`config.mk`:
```
export PLATFORM = sky130hd
export DESIGN_NAME = lamp_bus_master
export DESIGN_NICKNAME = d
export VERILOG_FILES = /design/src/rtl/lamp_bus_pkg.sv /design/src/rtl/lamp_bus_phase_timer.sv /design/src/rtl/lamp_bus_master.sv
export SDC_FILE = /design/constraint.sdc
export NUM_CORES = 1
export LEC_CHECK = 0
export ABC_AREA = 1
export CAP_MARGIN = 30
export CORE_UTILIZATION = 50
export CTS_CLUSTER_DIAMETER = 60
export DETAILED_ROUTE_END_ITERATION = 8
export PLACE_DENSITY_LB_ADDON = 0.05
export RECOVER_POWER = 50
export SLEW_MARGIN = 20
export SYNTH_ARGS = -nofsm -noshare
export SYNTH_HDL_FRONTEND = slang
export SYNTH_SLANG_ARGS = --single-unit
```
`constraint.sdc`:
```
create_clock -name clock -period 3.45 [get_ports clock]
set_input_delay 0.345 -clock clock [delete_from_list [all_inputs] [get_ports clock]]
set_output_delay 0.345 -clock clock [all_outputs]
set_load 0.1 [all_outputs]
```
`src/rtl/lamp_bus_pkg.sv`:
```
// Shared types, default phase timings and mask helper for the lamp-board bus master.
package lamp_bus_pkg;

  typedef enum logic [2:0] {
    ST_IDLE,
    ST_SELECT,
    ST_SETUP,
    ST_STROBE,
    ST_HOLD,
    ST_TURN,
    ST_NEXT,
    ST_DONE
  } lamp_bus_state_t;

  localparam int LAMP_SETUP_CYC  = 88;
  localparam int LAMP_STROBE_CYC = 44;
  localparam int LAMP_HOLD_CYC   = 44;
  localparam int LAMP_TURN_CYC   = 22;
  localparam int LAMP_MAX_CARDS  = 32;

  // Lowest set bit strictly above idx, or -1 when none; idx = -1 yields the lowest set bit.
  function automatic int next_set_bit(input logic [LAMP_MAX_CARDS-1:0] mask, input int idx);
    int res;
    res = -1;
    for (int i = LAMP_MAX_CARDS - 1; i >= 0; i--) begin
      if (mask[i] && (i > idx)) res = i;
    end
    return res;
  endfunction

endpackage

```
`src/rtl/lamp_bus_phase_timer.sv`:
```
// Loadable down-counter that parks at zero; zero flags the last cycle of a phase.
module lamp_bus_phase_timer #(
  parameter int CNT_W = 8
) (
  input  logic             clock,
  input  logic             reset_n,
  input  logic             load,
  input  logic [CNT_W-1:0] load_val,
  output logic             zero
);

  logic [CNT_W-1:0] cnt_q, cnt_d;

  always_comb begin
    cnt_d = cnt_q;
    if (load)                cnt_d = load_val;
    else if (cnt_q != '0)    cnt_d = cnt_q - 1'b1;
  end

  always_ff @(posedge clock or negedge reset_n) begin
    if (!reset_n) cnt_q <= '0;
    else          cnt_q <= cnt_d;
  end

  assign zero = (cnt_q == '0);

endmodule

```
`src/rtl/lamp_bus_master.sv`:
```
// Lamp-board bus sequencer: walks the enabled cards of one command through
// select/setup/strobe/hold/turn phases with fully registered pin outputs.
//
// state  | meaning
// IDLE   | waiting for a command; cmd_ready high
// SELECT | board ID/address (and write data) driven this cycle
// SETUP  | address settles before the strobe
// STROBE | RdP/WrP low; read data captured on the last edge
// HOLD   | address/ID/data held after strobe release
// TURN   | bus released before the next card
// NEXT   | pick next enabled card or finish
// DONE   | raise rsp_valid, then return to IDLE
module lamp_bus_master
  import lamp_bus_pkg::*;
#(
  parameter int NUM_CARDS  = 4,
  parameter int DATA_W     = 8,
  parameter int ADDR_W     = 3,
  parameter int SETUP_CYC  = LAMP_SETUP_CYC,
  parameter int STROBE_CYC = LAMP_STROBE_CYC,
  parameter int HOLD_CYC   = LAMP_HOLD_CYC,
  parameter int TURN_CYC   = LAMP_TURN_CYC
) (
  input  logic                        clock,
  input  logic                        reset_n,
  input  logic                        cmd_valid,
  output logic                        cmd_ready,
  input  logic                        cmd_write,
  input  logic [ADDR_W-1:0]           cmd_addr,
  input  logic [NUM_CARDS-1:0]        cmd_card_mask,
  input  logic [NUM_CARDS*DATA_W-1:0] cmd_wdata,
  output logic                        rsp_valid,
  output logic [NUM_CARDS*DATA_W-1:0] rsp_rdata,
  output logic                        busy,
  output logic [ADDR_W-1:0]           bus_addr,
  output logic [NUM_CARDS-1:0]        bus_bid,
  output logic [DATA_W-1:0]           bus_dout,
  output logic                        bus_doe,
  input  logic [DATA_W-1:0]           bus_din,
  output logic                        bus_rd_n,
  output logic                        bus_wr_n
);

  localparam int MAX_SS  = (SETUP_CYC > STROBE_CYC) ? SETUP_CYC : STROBE_CYC;
  localparam int MAX_HT  = (HOLD_CYC > TURN_CYC) ? HOLD_CYC : TURN_CYC;
  localparam int MAX_CYC = (MAX_SS > MAX_HT) ? MAX_SS : MAX_HT;
  localparam int CNT_W   = $clog2(MAX_CYC) + 1;
  localparam int IDX_W   = (NUM_CARDS > 1) ? $clog2(NUM_CARDS) : 1;

  if (SETUP_CYC < 1 || STROBE_CYC < 1 || HOLD_CYC < 1 || TURN_CYC < 1 ||
      NUM_CARDS < 1 || NUM_CARDS > LAMP_MAX_CARDS) begin : g_bad_cfg
    $error("lamp_bus_master: phase cycle counts must be >= 1 and NUM_CARDS within 1..32");
  end

  lamp_bus_state_t             state_q, state_d;
  logic [IDX_W-1:0]            idx_q, idx_d;
  logic                        write_q, write_d;
  logic [NUM_CARDS-1:0]        mask_q, mask_d;
  logic [NUM_CARDS*DATA_W-1:0] wdata_q, wdata_d;
  logic                        cmd_ready_q, cmd_ready_d;
  logic                        busy_q, busy_d;
  logic                        rsp_valid_q, rsp_valid_d;
  logic [NUM_CARDS*DATA_W-1:0] rsp_rdata_q, rsp_rdata_d;
  logic [ADDR_W-1:0]           bus_addr_q, bus_addr_d;
  logic [NUM_CARDS-1:0]        bus_bid_q, bus_bid_d;
  logic [DATA_W-1:0]           bus_dout_q, bus_dout_d;
  logic                        bus_doe_q, bus_doe_d;
  logic                        bus_rd_n_q, bus_rd_n_d;
  logic                        bus_wr_n_q, bus_wr_n_d;

  logic             tmr_load, tmr_zero, go_select;
  logic [CNT_W-1:0] tmr_val;
  int               first_idx, nxt_idx;

  lamp_bus_phase_timer #(.CNT_W(CNT_W)) u_timer (
    .clock    (clock),
    .reset_n  (reset_n),
    .load     (tmr_load),
    .load_val (tmr_val),
    .zero     (tmr_zero)
  );

  always_comb begin
    state_d     = state_q;
    idx_d       = idx_q;
    write_d     = write_q;
    mask_d      = mask_q;
    wdata_d     = wdata_q;
    cmd_ready_d = cmd_ready_q;
    busy_d      = busy_q;
    rsp_valid_d = 1'b0;
    rsp_rdata_d = rsp_rdata_q;
    bus_addr_d  = bus_addr_q;
    bus_bid_d   = bus_bid_q;
    bus_dout_d  = bus_dout_q;
    bus_doe_d   = bus_doe_q;
    bus_rd_n_d  = bus_rd_n_q;
    bus_wr_n_d  = bus_wr_n_q;
    tmr_load    = 1'b0;
    tmr_val     = '0;
    go_select   = 1'b0;
    first_idx   = next_set_bit(LAMP_MAX_CARDS'(cmd_card_mask), -1);
    nxt_idx     = next_set_bit(LAMP_MAX_CARDS'(mask_q), int'(idx_q));

    case (state_q)
      ST_IDLE: begin
        // cmd_ready rises one cycle after rsp_valid, so the pulse cycle never accepts.
        cmd_ready_d = 1'b1;
        busy_d      = 1'b0;
        if (cmd_valid && cmd_ready_q) begin
          write_d     = cmd_write;
          mask_d      = cmd_card_mask;
          wdata_d     = cmd_wdata;
          rsp_rdata_d = '0;
          cmd_ready_d = 1'b0;
          busy_d      = 1'b1;
          if (first_idx < 0) begin
            state_d = ST_DONE;
          end else begin
            idx_d      = IDX_W'(first_idx);
            bus_addr_d = cmd_addr;
            go_select  = 1'b1;
            state_d    = ST_SELECT;
          end
        end
      end
      ST_SELECT: begin
        tmr_load = 1'b1;
        tmr_val  = CNT_W'(SETUP_CYC - 1);
        state_d  = ST_SETUP;
      end
      ST_SETUP: if (tmr_zero) begin
        if (write_q) bus_wr_n_d = 1'b0;
        else         bus_rd_n_d = 1'b0;
        tmr_load = 1'b1;
        tmr_val  = CNT_W'(STROBE_CYC - 1);
        state_d  = ST_STROBE;
      end
      ST_STROBE: if (tmr_zero) begin
        bus_wr_n_d = 1'b1;
        bus_rd_n_d = 1'b1;
        if (!write_q) rsp_rdata_d[idx_q*DATA_W +: DATA_W] = bus_din;
        tmr_load = 1'b1;
        tmr_val  = CNT_W'(HOLD_CYC - 1);
        state_d  = ST_HOLD;
      end
      ST_HOLD: if (tmr_zero) begin
        bus_doe_d = 1'b0;
        bus_bid_d = '0;
        tmr_load  = 1'b1;
        tmr_val   = CNT_W'(TURN_CYC - 1);
        state_d   = ST_TURN;
      end
      ST_TURN: if (tmr_zero) state_d = ST_NEXT;
      ST_NEXT: begin
        if (nxt_idx < 0) begin
          state_d = ST_DONE;
        end else begin
          idx_d     = IDX_W'(nxt_idx);
          go_select = 1'b1;
          state_d   = ST_SELECT;
        end
      end
      ST_DONE: begin
        rsp_valid_d = 1'b1;
        state_d     = ST_IDLE;
      end
      default: state_d = ST_IDLE;
    endcase

    if (go_select) begin
      bus_bid_d  = NUM_CARDS'(1) << idx_d;
      bus_doe_d  = write_d;
      bus_dout_d = write_d ? wdata_d[idx_d*DATA_W +: DATA_W] : '0;
    end
  end

  always_ff @(posedge clock or negedge reset_n) begin
    if (!reset_n) begin
      state_q     <= ST_IDLE;
      idx_q       <= '0;
      write_q     <= 1'b0;
      mask_q      <= '0;
      wdata_q     <= '0;
      cmd_ready_q <= 1'b1;
      busy_q      <= 1'b0;
      rsp_valid_q <= 1'b0;
      rsp_rdata_q <= '0;
      bus_addr_q  <= '0;
      bus_bid_q   <= '0;
      bus_dout_q  <= '0;
      bus_doe_q   <= 1'b0;
      bus_rd_n_q  <= 1'b1;
      bus_wr_n_q  <= 1'b1;
    end else begin
      state_q     <= state_d;
      idx_q       <= idx_d;
      write_q     <= write_d;
      mask_q      <= mask_d;
      wdata_q     <= wdata_d;
      cmd_ready_q <= cmd_ready_d;
      busy_q      <= busy_d;
      rsp_valid_q <= rsp_valid_d;
      rsp_rdata_q <= rsp_rdata_d;
      bus_addr_q  <= bus_addr_d;
      bus_bid_q   <= bus_bid_d;
      bus_dout_q  <= bus_dout_d;
      bus_doe_q   <= bus_doe_d;
      bus_rd_n_q  <= bus_rd_n_d;
      bus_wr_n_q  <= bus_wr_n_d;
    end
  end

  assign cmd_ready = cmd_ready_q;
  assign busy      = busy_q;
  assign rsp_valid = rsp_valid_q;
  assign rsp_rdata = rsp_rdata_q;
  assign bus_addr  = bus_addr_q;
  assign bus_bid   = bus_bid_q;
  assign bus_dout  = bus_dout_q;
  assign bus_doe   = bus_doe_q;
  assign bus_rd_n  = bus_rd_n_q;
  assign bus_wr_n  = bus_wr_n_q;

endmodule
```
# == After elaboration in Yosys (flattened, before gate mapping) ==
# Index checks and enable logic that the tools add are counted.
# op_classes
n_reduce_logical,21
n_shift,4
mux,56
add_sub_neg,2
order_cmp,5
n_bitwise,1
n_eq_ne,15
# ops
operator,count
two-way mux 32 bit,12
< comparator 32 x 1 -> 1 bit (second input constant),2
one-hot mux 32 bit (2 select lines),1
negation 5 -> 34 bit,1
variable shift 8 x 34 -> 32 bit (first input constant),1
indexed part select 8 x 34 -> 32 bit,1
bitwise mux 32 bit,1
indexed part select 32 x 6 -> 8 bit,1
two-way mux 8 bit,3
one-hot mux 3 bit (8 select lines),1
two-way mux 3 bit,7
one-hot mux 7 bit (3 select lines),1
two-way mux 1 bit,17
inequality test 2 bit (second input constant),8
equality test 3 bit (second input constant),4
two-way mux 4 bit,3
AND reduction 4 bit,3
nonzero test 2 bit,5
zero test 8 bit,1
one-hot mux 1 bit (2 select lines),4
nonzero test 8 bit,1
subtractor 8 x 1 -> 8 bit (second input constant),1
equality test 3 x 2 -> 1 bit (second input constant),2
two-way mux 2 bit,3
other kinds (15),20
# word_totals
out_inout_bits,53
in_bits,51
register_bits,103
word_cells,120

# == Depth between registers and ports, before layout ==
# Gate-level depths: netlist of run 1.
# depth
depth_word,10
depth_mapped,15
ltp_nobuf,14

# == Hierarchy ==
# From an unflattened synthesis of run 1, not the netlist that was laid out.
# hier_totals
hier_cells,644
area_unflattened_um2,5058.6
# modules_own_cells
module,instances,seq_area_each_um2,cells_per_inst,area_each_um2
lamp_bus_master,1,2356.0,570,4540.6
lamp_bus_phase_timer,1,200.2,74,518.0

# == Worst setup path after synthesis of run 1 ==
# OpenSTA, ideal clock, no wires.
# synth_path
path_type,flip-flop to flip-flop
startpoint,reg cmd_ready_q (netlist: cmd_ready)
endpoint,reg bus_dout_q[0] (netlist: bus_dout[0])
path_stages_with_launch,15
n_path_buf,1
setup_ns,0.120
arrival_ns,1.973
setup_slack_ns,1.357
period_less_slack_ns,2.093
required_ns,3.330
path_cell_list,dfstp_2 > nand2_1 > inv_1 > nand2_1 > nand2_1 > nand2_1 > nand2_1 > nand2_1 > buf_2 > nand2_1 > nand2_1 > nand2_1 > nand2_1 > nand2_1 > nand2_1
# synth_via
elab_chain_cells,5
elab_cells_between_ends,11
classes_between,1 x shift; 9 x mux; 1 x reduce/logical
# synth_rtl
element,line,source
start: declaration,lamp_bus_master.sv:60,"logic cmd_ready_q, cmd_ready_d;"
start signal: assignment,lamp_bus_master.sv:201,cmd_ready_q <= cmd_ready_d;
logical AND 1 bit *,lamp_bus_master.sv:110,if (cmd_valid && cmd_ready_q) begin
two-way mux 2 bit / two-way mux 32 bit (equally long branches),lamp_bus_master.sv:110,
one-hot mux 2 bit (2 select lines) / two-way mux 32 bit (equally long branches),lamp_bus_master.sv:105,case (state_q)
indexed part select 32 x 6 -> 8 bit,lamp_bus_master.sv:174,bus_dout_d = write_d ? wdata_d[idx_d*DATA_W +: DATA_W] : '0;
two-way mux 8 bit,lamp_bus_master.sv:174,
end signal: assignment,lamp_bus_master.sv:207,bus_dout_q <= bus_dout_d;
end: declaration,lamp_bus_master.sv:66,"logic [DATA_W-1:0] bus_dout_q, bus_dout_d;"
# Every way passes the cells marked *; elsewhere a longest branch is shown, timed or not.
# A chain may end at the register's enable or synchronous reset.

# == Worst setup path in the final report of run 1 ==
# layout_path
startpoint,reg state_q[2]
endpoint,reg bus_dout_q[0] (netlist: bus_dout[0])
# layout_via
elab_chain_cells,4
elab_cells_between_ends,8
classes_between,1 x eq/ne; 1 x shift; 5 x mux; 1 x reduce/logical
# layout_rtl
element,line,source
start: declaration,lamp_bus_master.sv:55,"lamp_bus_state_t state_q, state_d;"
start signal: assignment,lamp_bus_master.sv:196,state_q <= state_d;
equality test 3 bit / zero test 3 bit (equally long branches),lamp_bus_master.sv:105,
one-hot mux 2 bit (2 select lines) / two-way mux 32 bit (equally long branches),lamp_bus_master.sv:105,
indexed part select 32 x 6 -> 8 bit,lamp_bus_master.sv:174,
two-way mux 8 bit,lamp_bus_master.sv:174,
# Parallel ways exist; a longest one is shown, timed or not.

==> results of run 1 <==
-- final timing paths --
check                                 from            end
worst max-delay path            state_q[2]    bus_dout[0]
worst min-delay path               reset_n  rsp_rdata[15]
worst max register to register  state_q[2]    bus_dout[0]
worst min register to register        busy           busy
max in group asynchronous          reset_n    bus_dout[2]
min in group clock                    busy           busy
-- final cells by class --
class | count | area (µm²) | area share (%)
multi-input combinational | 427 | 2190 | 33.9
inverter | 71 | 269 | 4.16
sequential | 102 | 2560 | 39.5
tap | 133 | 166 | 2.57
clock buffer | 10 | 138 | 2.13
clock inverter | 6 | 92.6 | 1.43
timing repair buffer | 108 | 1050 | 16.3
-- stage by stage --
step,total power (µW),utilization (%)
global placement,1320,63.2
detailed placement,1320,63.2
finish,2150,65.3
floorplan,1230,-
CTS,2180,65.5
global route,2230,65.3
-- cells in the final DEF, fill, tap and decap left out, drive strengths merged, types with 8 or more instances in the layout --
cell           count
nand2            246
clkdlybuf4s50    102
dfrtp             99
inv               71
o21ai             60
nand3             40
nor2              28
clkbuf            14
a21oi              9
or2                8
-- cell families after synthesis --
group                      after synthesis  synth area share, %
and+or+nand+nor                        334                 27.9
buffers and inverters                   92                 8.03
adders and majority gates                6                 1.45
AOI/OAI and AO/OA                       81                 12.2
DFF                                    102                 49.4
xor gates and xnor gates                 6                 1.02
-- metal layers --
metal  part of all wire, %  wire length, µm  vias up
li1                      -                -     2141
met1                    47             5620     2040
met2                    48             5680      127
met3                   4.1              485       18
met4                   1.1              131        0
met5                     0                0        -
-- state kept, by name (all words and copies together), names as in the netlist, 2 cells and up --
name	count
bus_dout	8
state_q	3
idx_q	2
bus_addr	3
wdata_q	32
mask_q	3
bus_bid	4
rsp_rdata	32
u_timer.cnt_q	8
-- report_power, final --
| group | internal, µW | switching [µW] | leakage (µW) |
|---|---|---|---|
| registers | 1190 | 0 | 0.00137 |
| clock network | 432 | 425 | 0.000109 |
| logic | 53.0 | 47.1 | 0.00187 |
| total | 1680 | 472 | 0.00336 |
-- critical path, delay by kind of cell, from the launching register on --
family                 cells  cell delay, ps
AOI/OAI and AO/OA          1             200
and+or+nand+nor            8            1040
buffers and inverters      2            1140
DFF                        1             520
==> results.py, run 1 <==
metrics = {
    "outcome": {
        "status": "finished with violations",
        "violations": "max-capacitance violations, max-slew violations",
    },
    "worst_hold_path": {
        "holdCritPathClass": "in2async",
    },
    "timing": {
        "drv_slew": 68,
        "setup_tns_ps": 0,
        "hold_slack_ps": 397,
        "rsz0062_at_grt": "no",
        "max_freq_mhz": 333,
        "hold_viol": 0,
        "clock_skew_ps": 9.44,
        "finalSetupViolCount": 0,
        "max-slew-margin-rel_pct": -8.86,
        "fin_ws_ps": 450,
        "period_share_pct": 87.0,
        "fin_crit_ps": 3000,
        "tightest_slew_ps": 1630,
    },
    "logic_synthesis": {
        "synth_area_per_cell_um2": 8.33,
        "synthArstFlopShare_pct": 100,
        "ys.flop_type": "dfrtp_1",
        "synthCells": 621,
        "synth_edf_count": 0,
        "synthesis.nets": 678,
        "synth_area_leaders": "dfrtp_1, nand2_1, o21ai_2, inv_1, nand3_1",
        "synth_top_area_cell": "dfrtp_1",
        "ys_ff_latch": 102,
        "yosysMostFrequentCell": "nand2_1",
        "synth_cell_types": 38,
        "synth_top_area_share_pct": 47.9,
        "synth_commonest_cells": "nand2_1, dfrtp_1, inv_1, nand3_1, o21ai_2",
        "synthesis.area_um2": 5170,
        "seq_area_frac_synth_pct": 49.4,
        "ys_warn_count": 0,
    },
    "die": {
        "rows": 36,
        "io_pins": 104,
        "start_util_pct": 52.2,
        "die_width_um": 104,
        "dieArea_um2": 10800,
        "fp.dieH_um": 104,
        "core_um2": 9910,
    },
    "drt": {
        "drtIter0Drc": 243,
        "final_antenna_net_count": 0,
        "routed_wl_mm": 11.9,
        "drc": 0,
        "wl_per_cell_um": 13.9,
        "vias_per_cell": 5.05,
        "dr_total_vias": 4326,
        "firstDrtPassIters": 6,
    },
    "worst_setup_path": {
        "cpMaxStageDelayCell": "clkbuf_1",
        "ff2ff_setup_slack_ps": 450,
        "crit_arrival_ps": 3260,
        "setup.worst_path.class": "reg2reg",
        "cp_slowest_stage_delay_ps": 890,
        "path_cells": "inv_1, nand2_4, nor2_4, clkbuf_1, nand2_1, o21ai_0, nand3_1, nand3_1, nand2_1, nand2_1, nand2_1",
        "required_ps": 3710,
        "setup.worst_path.start_class": "register",
        "crit_path_end_kind": "register",
        "worstPathMaxFanout": 32,
        "r2r.worst_path.cells": 11,
        "crit_top_cell": "nand2_1",
    },
    "finish": {
        "drive_gt1_share_pct": 12.7,
        "area_growth_pct": 25.0,
        "diodes": 0,
        "fillers": 878,
        "nets": 776,
        "final_area_um2": 6470,
        "finalNonFillerCells": 857,
    },
    "placed_design": {
        "dpl_cell_area_um2": 6260,
        "portBuffers": 103,
        "dpl.hpwl_mm": 8.84,
        "dpl_worst_slack_ps": 648,
        "place_inst": 841,
        "place_congestion": 0.865,
    },
    "global_routing": {
        "grt_pass1_vias": 4188,
        "use_met1_pct": 33.3,
        "gr-max-usage-layer": "met2",
        "grt_pass1_wl_mm": 20.5,
        "grtUsageMet3_pct": 3.71,
        "grt_usage_pct": 23.6,
        "antenna_found_initial": 0,
        "gr-total-overflow": 0,
        "grt_max_degree": 68,
        "use_met2_pct": 38.0,
    },
    "clock_network": {
        "clock_latency_ps": 370,
        "cts_root_buf": "clkbuf_8",
        "clkTransAtPathRegs_ps": 90,
        "cts.sinks": 102,
        "htreeDepth": 3,
        "cts_resized": 0,
        "clock_path_buffers": 2,
        "tritoncts": "done",
        "cts_hold_buf": 0,
        "numCtsBuffers": 9,
        "cts_setup_buffers": 0,
    },
    "job": {
        "cap_viol_max_count": 1,
    },
    "power_and_ir_drop": {
        "cellPowerDensity_nw_per_um2": 333,
        "leakage_uw": 0.00336,
        "vdd_drop_max_mv": 0.295,
    },
}
Power figures use the tool's default switching activity.
==> run 2: changes to the inputs <==
- PLACE_DENSITY_LB_ADDON: 0.05 -> 0.12
==> run 2 against run 1 <==
  * The flow still finishes with violations (max-capacitance violations, max-slew violations)
  * Core utilization grew 0.11 points
  * Non-clock buffer count grew 1
  * Wire length rose by 0.12%
  * Sequential share of layout area is 0.069 points lower
  * Critical path depth grew 2
  * Power shrank 0.82%
  * Clock skew about the same
  * Hold slack improved by 85 ps
  * First-iteration DRC count down 23%
  * Register-to-register slack better by 97 ps
  * Highest routed layer unchanged
==> results.py, run 2 (same netlist as run 1, synthesis figures left out) <==
metrics = {
    "timing": {
        "tightest_slew_ps": 1970,
        "finalSetupViolCount": 0,
        "setup_tns_ps": 0,
        "hold_viol": 0,
        "rsz0062_at_grt": "no",
        "fin_ws_ps": 547,
        "fin_crit_ps": 2900,
        "period_share_pct": 84.1,
        "drv_slew": 34,
        "max_freq_mhz": 345,
        "clock_skew_ps": 9.58,
        "max-slew-margin-rel_pct": -31.5,
    },
    "outcome": {
        "status": "finished with violations",
        "violations": "max-capacitance violations, max-slew violations",
    },
    "power_and_ir_drop": {
        "leakage_uw": 0.00336,
        "totalPowerFinal_uw": 2130,
        "cellPowerDensity_nw_per_um2": 330,
        "pwr-share-clk_pct": 39.2,
        "p_switching_uw": 452,
        "vdd_drop_max_mv": 0.197,
        "seqPwrFrac_pct": 56.0,
        "intPower_uw": 1680,
        "power_switching_share_pct": 21.2,
        "combPwrFrac_pct": 4.9,
    },
    "clock_network": {
        "cts_root_buf": "clkbuf_8",
        "cts_hold_buf": 1,
        "cts.sinks": 102,
        "numCtsBuffers": 9,
        "tritoncts": "done",
        "cts_setup_buffers": 0,
        "cts_resized": 0,
        "clock_path_buffers": 2,
        "clock_latency_ps": 360,
        "clkTransAtPathRegs_ps": 100,
        "htreeDepth": 3,
    },
    "worst_setup_path": {
        "cp_slowest_stage_delay_ps": 590,
        "timing.rr.start": "state_q[2]",
        "crit_path_end_kind": "register",
        "required_ps": 3710,
        "ff2ff_setup_slack_ps": 550,
        "setup.worst_path.class": "reg2reg",
        "worstPathMaxFanout": 20,
        "r2r_end": "bus_dout[7]",
        "cpMaxStageDelayCell": "dfrtp_1",
        "crit_arrival_ps": 3160,
        "r2r.worst_path.cells": 13,
        "setup.worst_path.start_class": "register",
        "crit_top_cell": "nand2_1",
        "path_cells": "inv_1, nand2_1, inv_2, nand2_1, nand2_1, nand2_1, nand2_1, nand2_1, nand2_1, nand2_1, nand2_1, nand2_1, nand2_1",
    },
    "global_routing": {
        "gr-total-overflow": 0,
        "antenna_found_initial": 0,
        "grt_pass1_wl_mm": 20.6,
        "grt_pass1_vias": 4275,
        "grt_usage_pct": 23.7,
        "grt_max_degree": 47,
    },
    "placed_design": {
        "place_congestion": 0.818,
        "place_inst": 841,
        "dpl.hpwl_mm": 8.97,
        "portBuffers": 103,
        "dpl_worst_slack_ps": 630,
    },
    "finish": {
        "final_cell_mix": "nand2_1, clkdlybuf4s50_1, dfrtp_1",
        "nets": 777,
        "diodes": 0,
        "fin_util_pct": 65.4,
        "multiInputGateArea_um2": 2180,
        "final_common_cell": "nand2_1",
        "register_area_um2": 2560,
        "fillers": 878,
        "finalNonFillerCells": 858,
        "area_growth_pct": 25.2,
        "drive_gt1_share_pct": 12.3,
    },
    "die": {
        "io_pins": 104,
        "core_um2": 9910,
        "die_width_um": 104,
        "start_util_pct": 52.2,
        "fp.dieH_um": 104,
        "rows": 36,
        "dieArea_um2": 10800,
    },
    "drt": {
        "routed_wl_mm": 11.9,
        "firstDrtPassIters": 5,
        "drc": 0,
        "wl_per_cell_um": 13.9,
        "drtIter0Drc": 186,
        "dr_total_vias": 4324,
        "final_antenna_net_count": 0,
        "vias_per_cell": 5.04,
    },
    "worst_hold_path": {
        "holdCritPathClass": "reg2reg",
        "whs_endpoint": "wdata_q[2]",
        "whs_path_depth": 2,
        "min-delay-start": "wdata_q[2]",
    },
    "job": {
        "cap_viol_max_count": 1,
    },
}
run 2: worst max path at each step:
stage	end	cells after the start	from	slack (ps)
2_1_floorplan	bus_dout[0]	14	cmd_ready	1360
3_3_place_gp	bus_dout[4]	14	idx_q[0]	740
3_5_place_dp	bus_dout[7]	13	cmd_card_mask[1]	630
4_1_cts	bus_dout[7]	14	idx_q[0]	610
5_1_grt	bus_dout[1]	14	idx_q[0]	140
6_report	bus_dout[7]	13	state_q[2]	550
run 2: critical path, delay by kind of cell (launching register included):
family / cells / cell delay [ps]
buf+inv: 2 / 260
simple gates: 11 / 1940
flops: 1 / 590
run 2: power groups by stage:
stage               Sequential [µW]  Clock (µW)  Combinational, µW
finish                         1190         836                104
detailed placement             1220           0                106
floorplan                      1220           0               10.9
global route                   1190         894                114
CTS                            1190         852                107
global placement               1220           0                101
run 2: per-stage QoR:
stage               cell area [µm²]  hold WS, ps
floorplan                      5170         49.4
global placement               6250          456
detailed placement             6280          323
CTS                            6510          470
global route                   6480          517
finish                         6480          482
run 2: area by class of cell:
cell class | count | area share (%)
clock buffer | 11 | 2.18
clock inverter | 5 | 1.27
inverter | 71 | 4.15
multi-input combinational | 427 | 33.6
sequential | 102 | 39.5
tap | 133 | 2.57
timing repair buffer | 109 | 16.7
run 2: metal layers:
metal  global-route usage [%]  share of wire [%]  vias up
met3                     4.15                4.0       14
li1                         -                  -     2145
met4                     6.12                1.1        0
met1                     33.9                 48     2057
met2                     37.3                 47      108
met5                        0                  0        -
